<file path="config.mk">
export PLATFORM = sky130hd
export DESIGN_NAME = instruction_fetch_queue
export DESIGN_NICKNAME = d
export VERILOG_FILES = /design/src/rtl/instruction_fetch_queue.sv
export SDC_FILE = /design/constraint.sdc
export NUM_CORES = 1
export LEC_CHECK = 0
export ABC_AREA = 1
export BUFFER_PORTS_ARGS = -buffer_cell sky130_fd_sc_hd__buf_4
export CAP_MARGIN = 15
export CORE_AREA = 2 2 186 188
export CTS_CLUSTER_DIAMETER = 120
export CTS_CLUSTER_SIZE = 40
export DETAILED_ROUTE_END_ITERATION = 10
export DIE_AREA = 0 0 188 190
export HOLD_SLACK_MARGIN = 0.05
export PLACE_DENSITY = 0.73
export SYNTH_ARGS = -nofsm -noshare
export SYNTH_HDL_FRONTEND = slang
export SYNTH_SLANG_ARGS = --single-unit
export TNS_END_PERCENT = 1
</file>
<file path="constraint.sdc">
create_clock -name clk -period 11.9 [get_ports clk]
set_input_delay 0 -clock clk [delete_from_list [all_inputs] [get_ports clk]]
set_output_delay 0 -clock clk [all_outputs]
set_load 0.005 [all_outputs]
</file>
<file path="src/rtl/instruction_fetch_queue.sv">
// Dual-issue fetch: own PC, paired reads from a 1-cycle memory into a DEPTH-entry queue, 2 instr/cycle to decode.
// Request-to-decode latency 2 cycles; requests stall on queue space, decode back-pressures through consume.
module instruction_fetch_queue #(
   parameter int                  PC_WIDTH    = 11,
   parameter int                  INSTR_WIDTH = 32,
   parameter int                  DEPTH       = 8,
   parameter logic [PC_WIDTH-1:0] RESET_PC    = '0
) (
   input  logic                   clk,
   input  logic                   reset,
   input  logic                   PC_source,
   input  logic [PC_WIDTH-1:0]    PC_jump,
   input  logic                   IF_flush,
   input  logic [1:0]             consume,
   output logic                   mem_req,
   output logic [PC_WIDTH-1:0]    mem_addr,
   input  logic [INSTR_WIDTH-1:0] mem_rdata1,
   input  logic [INSTR_WIDTH-1:0] mem_rdata2,
   output logic [INSTR_WIDTH-1:0] fetch_output1,
   output logic [INSTR_WIDTH-1:0] fetch_output2,
   output logic                   fetch_valid1,
   output logic                   fetch_valid2,
   output logic [PC_WIDTH-1:0]    fetch_pc1,
   output logic [PC_WIDTH-1:0]    PC_adderOut
);

   localparam int PTR_W = $clog2(DEPTH);
   localparam int CNT_W = PTR_W + 1;
   localparam int SUM_W = CNT_W + 2;

   typedef struct packed {
      logic [INSTR_WIDTH-1:0] instr;
      logic [PC_WIDTH-1:0]    pc;
   } entry_t;

   entry_t              queue_mem [DEPTH];
   entry_t              head1;
   entry_t              head2;
   logic [PTR_W-1:0]    rd_ptr;
   logic [PTR_W-1:0]    rd_ptr_p1;
   logic [PTR_W-1:0]    wr_ptr;
   logic [PTR_W-1:0]    wr_ptr_p1;
   logic [CNT_W-1:0]    count;
   logic                pending;
   logic [PC_WIDTH-1:0] pc;
   logic [PC_WIDTH-1:0] req_pc;
   logic                clear;
   logic                wr_en;
   logic [1:0]          taken;
   logic [SUM_W-1:0]    need;
   logic [SUM_W-1:0]    avail;

   assign clear     = PC_source | IF_flush;
   assign wr_en     = pending & ~clear;
   assign rd_ptr_p1 = rd_ptr + PTR_W'(1);
   assign wr_ptr_p1 = wr_ptr + PTR_W'(1);

   // Decode can never take more than is queued, nor more than two per cycle.
   always_comb begin
      taken = consume;
      if (consume == 2'd3) begin
         taken = 2'd2;
      end
      if (count == '0) begin
         taken = 2'd0;
      end else if ((count == CNT_W'(1)) && (taken > 2'd1)) begin
         taken = 2'd1;
      end
   end

   // Space left after the in-flight pair lands and this cycle's reads leave must fit a new pair.
   always_comb begin
      need  = SUM_W'(count) + (pending ? SUM_W'(4) : SUM_W'(2));
      avail = SUM_W'(DEPTH) + SUM_W'(taken);
   end

   assign mem_req     = ~reset & ~clear & (need <= avail);
   assign mem_addr    = pc;
   assign PC_adderOut = pc + PC_WIDTH'(2);

   always_ff @(posedge clk) begin
      if (reset) begin
         pc      <= RESET_PC;
         req_pc  <= '0;
         pending <= 1'b0;
         rd_ptr  <= '0;
         wr_ptr  <= '0;
         count   <= '0;
      end else if (clear) begin
         if (PC_source) begin
            pc <= PC_jump;
         end
         pending <= 1'b0;
         rd_ptr  <= '0;
         wr_ptr  <= '0;
         count   <= '0;
      end else begin
         pending <= mem_req;
         if (mem_req) begin
            pc     <= pc + PC_WIDTH'(2);
            req_pc <= pc;
         end
         rd_ptr <= rd_ptr + PTR_W'(taken);
         if (wr_en) begin
            wr_ptr <= wr_ptr + PTR_W'(2);
         end
         count <= count - CNT_W'(taken) + (wr_en ? CNT_W'(2) : CNT_W'(0));
      end
   end

   // Payload storage needs no reset: outputs are masked by count.
   always_ff @(posedge clk) begin
      if (wr_en && !reset) begin
         queue_mem[wr_ptr]    <= '{instr: mem_rdata1, pc: req_pc};
         queue_mem[wr_ptr_p1] <= '{instr: mem_rdata2, pc: req_pc + PC_WIDTH'(1)};
      end
   end

   assign head1 = queue_mem[rd_ptr];
   assign head2 = queue_mem[rd_ptr_p1];

   assign fetch_valid1  = (count != '0);
   assign fetch_valid2  = (count >= CNT_W'(2));
   assign fetch_output1 = fetch_valid1 ? head1.instr : '0;
   assign fetch_output2 = fetch_valid2 ? head2.instr : '0;
   assign fetch_pc1     = fetch_valid1 ? head1.pc : '0;

endmodule

</file>
==> impl_results.html <==
<table>
<tr><th>Metric</th><th>Value</th></tr>
<tr><th colspan="2">Status</th></tr>
<tr><td>Outcome</td><td>finished, final reports clean</td></tr>
<tr><th colspan="2">Clock network</th></tr>
<tr><td>Sinks on Clock Net</td><td>376</td></tr>
<tr><td>Max H-tree Level</td><td>1</td></tr>
<tr><td>Clock latency at the later pin of the worst-skew pair</td><td>530 ps</td></tr>
<tr><td>Maximum buffer depth of the clock tree</td><td>3</td></tr>
<tr><td>CTS tree</td><td>yes</td></tr>
<tr><td>Cell at the root of the clock tree</td><td>clkbuf_16</td></tr>
<tr><td>Clock Pin Slew Worst Setup and Hold Paths</td><td>140 ps</td></tr>
<tr><td>Number of buffers created by CTS</td><td>13</td></tr>
<tr><td>Number of buffers added for setup after CTS</td><td>0</td></tr>
<tr><th colspan="2">Yosys</th></tr>
<tr><td>Synth Flop Type</td><td>edfxtp_1</td></tr>
<tr><td>Unique cell type count in the Yosys netlist</td><td>37</td></tr>
<tr><td>Warnings, synthesis</td><td>0</td></tr>
<tr><td>Top post-synthesis cells by count</td><td>edfxtp_1 (344), o21ai_0 (319), nor2_1 (264), a21oi_1 (195), nand2_1 (162)</td></tr>
<tr><td>Synthesized area per cell</td><td>just under 10 um2</td></tr>
<tr><td>Part of the Yosys area used for sequential elements</td><td>61.27%</td></tr>
<tr><td>Number of synthesized register bits</td><td>between 300 and 400</td></tr>
<tr><td>Post-synthesis async set-or-reset flop share</td><td>0%</td></tr>
<tr><td>Post-synthesis cell area</td><td>0.01790 mm2</td></tr>
<tr><td>Post-synthesis instance total</td><td>approximately 1800</td></tr>
<tr><td>Most common cell in the netlist</td><td>edfxtp_1</td></tr>
<tr><td>Number of enable-type register cells in the synthesized netlist</td><td>344</td></tr>
<tr><td>Fraction of synthesized cell area taken by the top area cell type</td><td>between 50 and 60%</td></tr>
<tr><td>Net count of the mapped netlist</td><td>between 1500 and 2000</td></tr>
<tr><td>Post-synthesis cell type with the largest combined area</td><td>edfxtp_1</td></tr>
<tr><td>Most area-consuming cells after synthesis</td><td>edfxtp_1 (58%), o21ai_0 (8.9%), nor2_1 (5.5%)</td></tr>
<tr><th colspan="2">STA</th></tr>
<tr><td>Max-slew headroom</td><td>20.59%</td></tr>
<tr><td>Clock Skews</td><td>31.21 ps</td></tr>
<tr><td>Final setup TNS</td><td>0 ps</td></tr>
<tr><td>Number of failing hold endpoints at the final stage</td><td>0</td></tr>
<tr><td>Worst Tran Pin Value</td><td>1191 ps</td></tr>
<tr><td>Fin crit period</td><td>between 4000 and 5000 ps</td></tr>
<tr><td># setup viols final</td><td>0</td></tr>
<tr><td>Top achievable clock speed</td><td>238.0 MHz</td></tr>
<tr><td>Final period util</td><td>35.31%</td></tr>
<tr><td>Setup repair after global routing missed its margin</td><td>false</td></tr>
<tr><td>Final worst setup slack</td><td>just under 8000 ps</td></tr>
<tr><td>Total count of max-transition violations in the final report</td><td>0</td></tr>
<tr><th colspan="2">Place</th></tr>
<tr><td>Total of buffers placed on input and output ports</td><td>180</td></tr>
<tr><td>HPWL after DPL</td><td>24.62 mm</td></tr>
<tr><td>Routability congestion estimate</td><td>0.8607</td></tr>
<tr><td>Post-placement worst setup slack</td><td>8542 ps</td></tr>
<tr><th colspan="2">Die</th></tr>
<tr><td>Die width</td><td>188 um</td></tr>
<tr><td>Number of rows in the core area</td><td>slightly below 70</td></tr>
<tr><td>Boundary Pins</td><td>181</td></tr>
<tr><td>Starting utilization of the core area</td><td>52.74%</td></tr>
<tr><td>Floorplan Core Area</td><td>0.03395 mm2</td></tr>
<tr><td>Area of the die</td><td>0.03572 mm2</td></tr>
<tr><td>Chip height</td><td>about 190 um</td></tr>
<tr><th colspan="2">Global route</th></tr>
<tr><td>Global-route wire length before repair</td><td>67.59 mm</td></tr>
<tr><td>Total routing resource utilization after global routing</td><td>between 20% and 30%</td></tr>
<tr><td>Total gr overflow</td><td>0</td></tr>
<tr><td>Vias in the first global route</td><td>approximately 13000</td></tr>
<tr><td>Antenna violations before repair</td><td>1</td></tr>
<tr><td>Largest net degree at the start of global routing</td><td>around 180</td></tr>
<tr><td>Met1 capacity usage during global routing</td><td>31.25%</td></tr>
<tr><td>Global routing met3 resource utilization</td><td>3.136%</td></tr>
<tr><td>GR peak layer</td><td>met2</td></tr>
<tr><td>Met2 routing resource usage after global routing</td><td>40.07%</td></tr>
<tr><th colspan="2">Pwr</th></tr>
<tr><td>Leak pwr</td><td>7.455 nW</td></tr>
<tr><td>Power density normalized to cell area</td><td>105.8 mW/mm2</td></tr>
<tr><td>Design Power</td><td>2.189 mW</td></tr>
<tr><td>Max IR drop VDD</td><td>0.08326 mV</td></tr>
<tr><th colspan="2">Detailed routing</th></tr>
<tr><td>First-pass DRT Iterations</td><td>5</td></tr>
<tr><td>Residual antenna-violating net count after detailed routing</td><td>0</td></tr>
<tr><td>Total routed wirelength</td><td>43.17 mm</td></tr>
<tr><td>Post-route DRC violation count</td><td>0</td></tr>
<tr><td>Detailed-route wire length per cell</td><td>17.58 um</td></tr>
<tr><td>Detailed router's first-iteration violation count</td><td>1065</td></tr>
<tr><td>Vias per cell</td><td>5.676</td></tr>
<tr><td>Via count</td><td>around 14000</td></tr>
<tr><th colspan="2">Setup path</th></tr>
<tr><td>Crit path launch type</td><td>flop</td></tr>
<tr><td>Worst Path Class, Setup</td><td>reg2reg</td></tr>
<tr><td>Crit path DAT</td><td>4680 ps</td></tr>
<tr><td>Kind of end point of the critical path</td><td>flop</td></tr>
<tr><td>Worst EP required</td><td>12380 ps</td></tr>
<tr><td>Crit path max fanout</td><td>19</td></tr>
<tr><th colspan="2">Finish</th></tr>
<tr><td>Area added between synthesis and finish</td><td>15.49%</td></tr>
<tr><td># nets final</td><td>~2100</td></tr>
<tr><td>Fraction of layout instances using a drive strength above 1</td><td>between 10% and 20%</td></tr>
<tr><td>Final Util</td><td>60.91%</td></tr>
<tr><th colspan="2">Flow run</th></tr>
<tr><td>Max capacitance violation total</td><td>0</td></tr>
<tr><th colspan="2">Min path</th></tr>
<tr><td>Type of the worst min-delay path</td><td>in2reg</td></tr>
</table>
==> what timing repair did <==
item	in CTS	in global routing
hold buffers	94	0
endpoints found under the hold margin	276	0
resized for setup	0	0
==> power breakdown <==
part / internal (mW) / total [mW] / switching (mW)
clock: 0.214 / 0.590 / 0.376
combinational: 0.0736 / 0.142 / 0.0681
sequential: 1.45 / 1.46 / 0.0116
total: 1.73 / 2.19 / 0.456
==> cells by family after synthesis <==
kind of cell	after synthesis	synth area share (%)
simple gates	555	13.14
xor+xnor	14	0.7897
compound gates	609	17.21
buf+inv	241	6.073
mux	1	0.05591
fa+ha+maj	19	1.454
flops	376	61.27
==> path summary, 6_finish.rpt <==
kind,startpoint,endpoint,slack [ps],depth (start not counted)
setup / recovery,count[2]$_SDFF_PP0_,mem_addr[5]$_SDFFE_PP0P_,7700,18
setup reg to reg,count[2]$_SDFF_PP0_,mem_addr[5]$_SDFFE_PP0P_,7700,18
hold / removal,reset,mem_addr[4]$_SDFFE_PP0P_,70,4
hold reg to reg,pending$_SDFF_PP0_,wr_ptr[1]$_SDFFE_PP0P_,530,2
==> routing by layer <==
metal / up-vias / share of wire [%]
li1: 6671 / -
met1: 6648 / 42
met2: 543 / 49
met3: 72 / 7.2
met4: 0 / 2.1
met5: - / 0
==> flip-flops by register name, summed over array words and instances (netlist names) <==
| register | count |
|---|---|
| req_pc | 11 |
| wr_ptr | 2 |
| rd_ptr | 3 |
| pending | 1 |
| count | 4 |
| queue_mem | 344 |
| mem_addr | 11 |
==> area by class of cell <==
class | instances | area [um2]
Multi-Input combinational cell | 1198 | 5894
Clock inverter | 3 | 37.54
Fill cell | 2756 | 13270
Clock buffer | 17 | 340.3
Inverter | 113 | 434.2
Tap cell | 455 | 569.3
Sequential cell | 376 | 10980
Timing Repair Buffer | 291 | 2420
Antenna cell | 2 | 5.005
==> per-stage QoR <==
step	area, um2	std cells	hold WS (ps)
finish	20680	2455	74.73
global route	20680	2454	114.9
CTS	20670	2453	73.67
detailed placement	19350	2339	205.9
global placement	19350	2339	201.4
floorplan	17900	1815	98.87
==> cell usage in the layout (no fill, tap or decap), types with 2 or more instances in the layout <==
master and instances:
a21oi_1 195, clkbuf_16 13, nand2_1 162, nor2_4 6, nor3_2 6, clkinv_2 2, xnor2_1 4, o21ai_0 319
clkbuf_1 4, dfxtp_4 2, nand3_1 52, diode_2 2, and2_1 3, dlygate4sd3_1 94, or2_1 25, or2_2 4
o22ai_1 22, nor2_1 260, ha_1 15, fa_1 3, inv_1 109, o21ai_1 70, nand2_4 3, xor2_1 9
dfxtp_1 30, or2_0 3, buf_4 197, nor3_1 28, edfxtp_1 344
==> critical path, cell delays in order (launching register included) <==
cell           delay (ps)
dfxtp_1               470
inv_1                 100
ha_1                  210
nand3_2               350
o21ai_0               140
dlygate4sd3_1         580
nor2_1                150
ha_1                  270
nand2_1                70
nand2_1                50
nand2_1                50
nand2_1                80
nand2_4               180
nand2_4               120
nand2_1                70
dlygate4sd3_1         540
nand2_1                50
nor2_1                110
dlygate4sd3_1         550
Power figures use the tool's default switching activity.
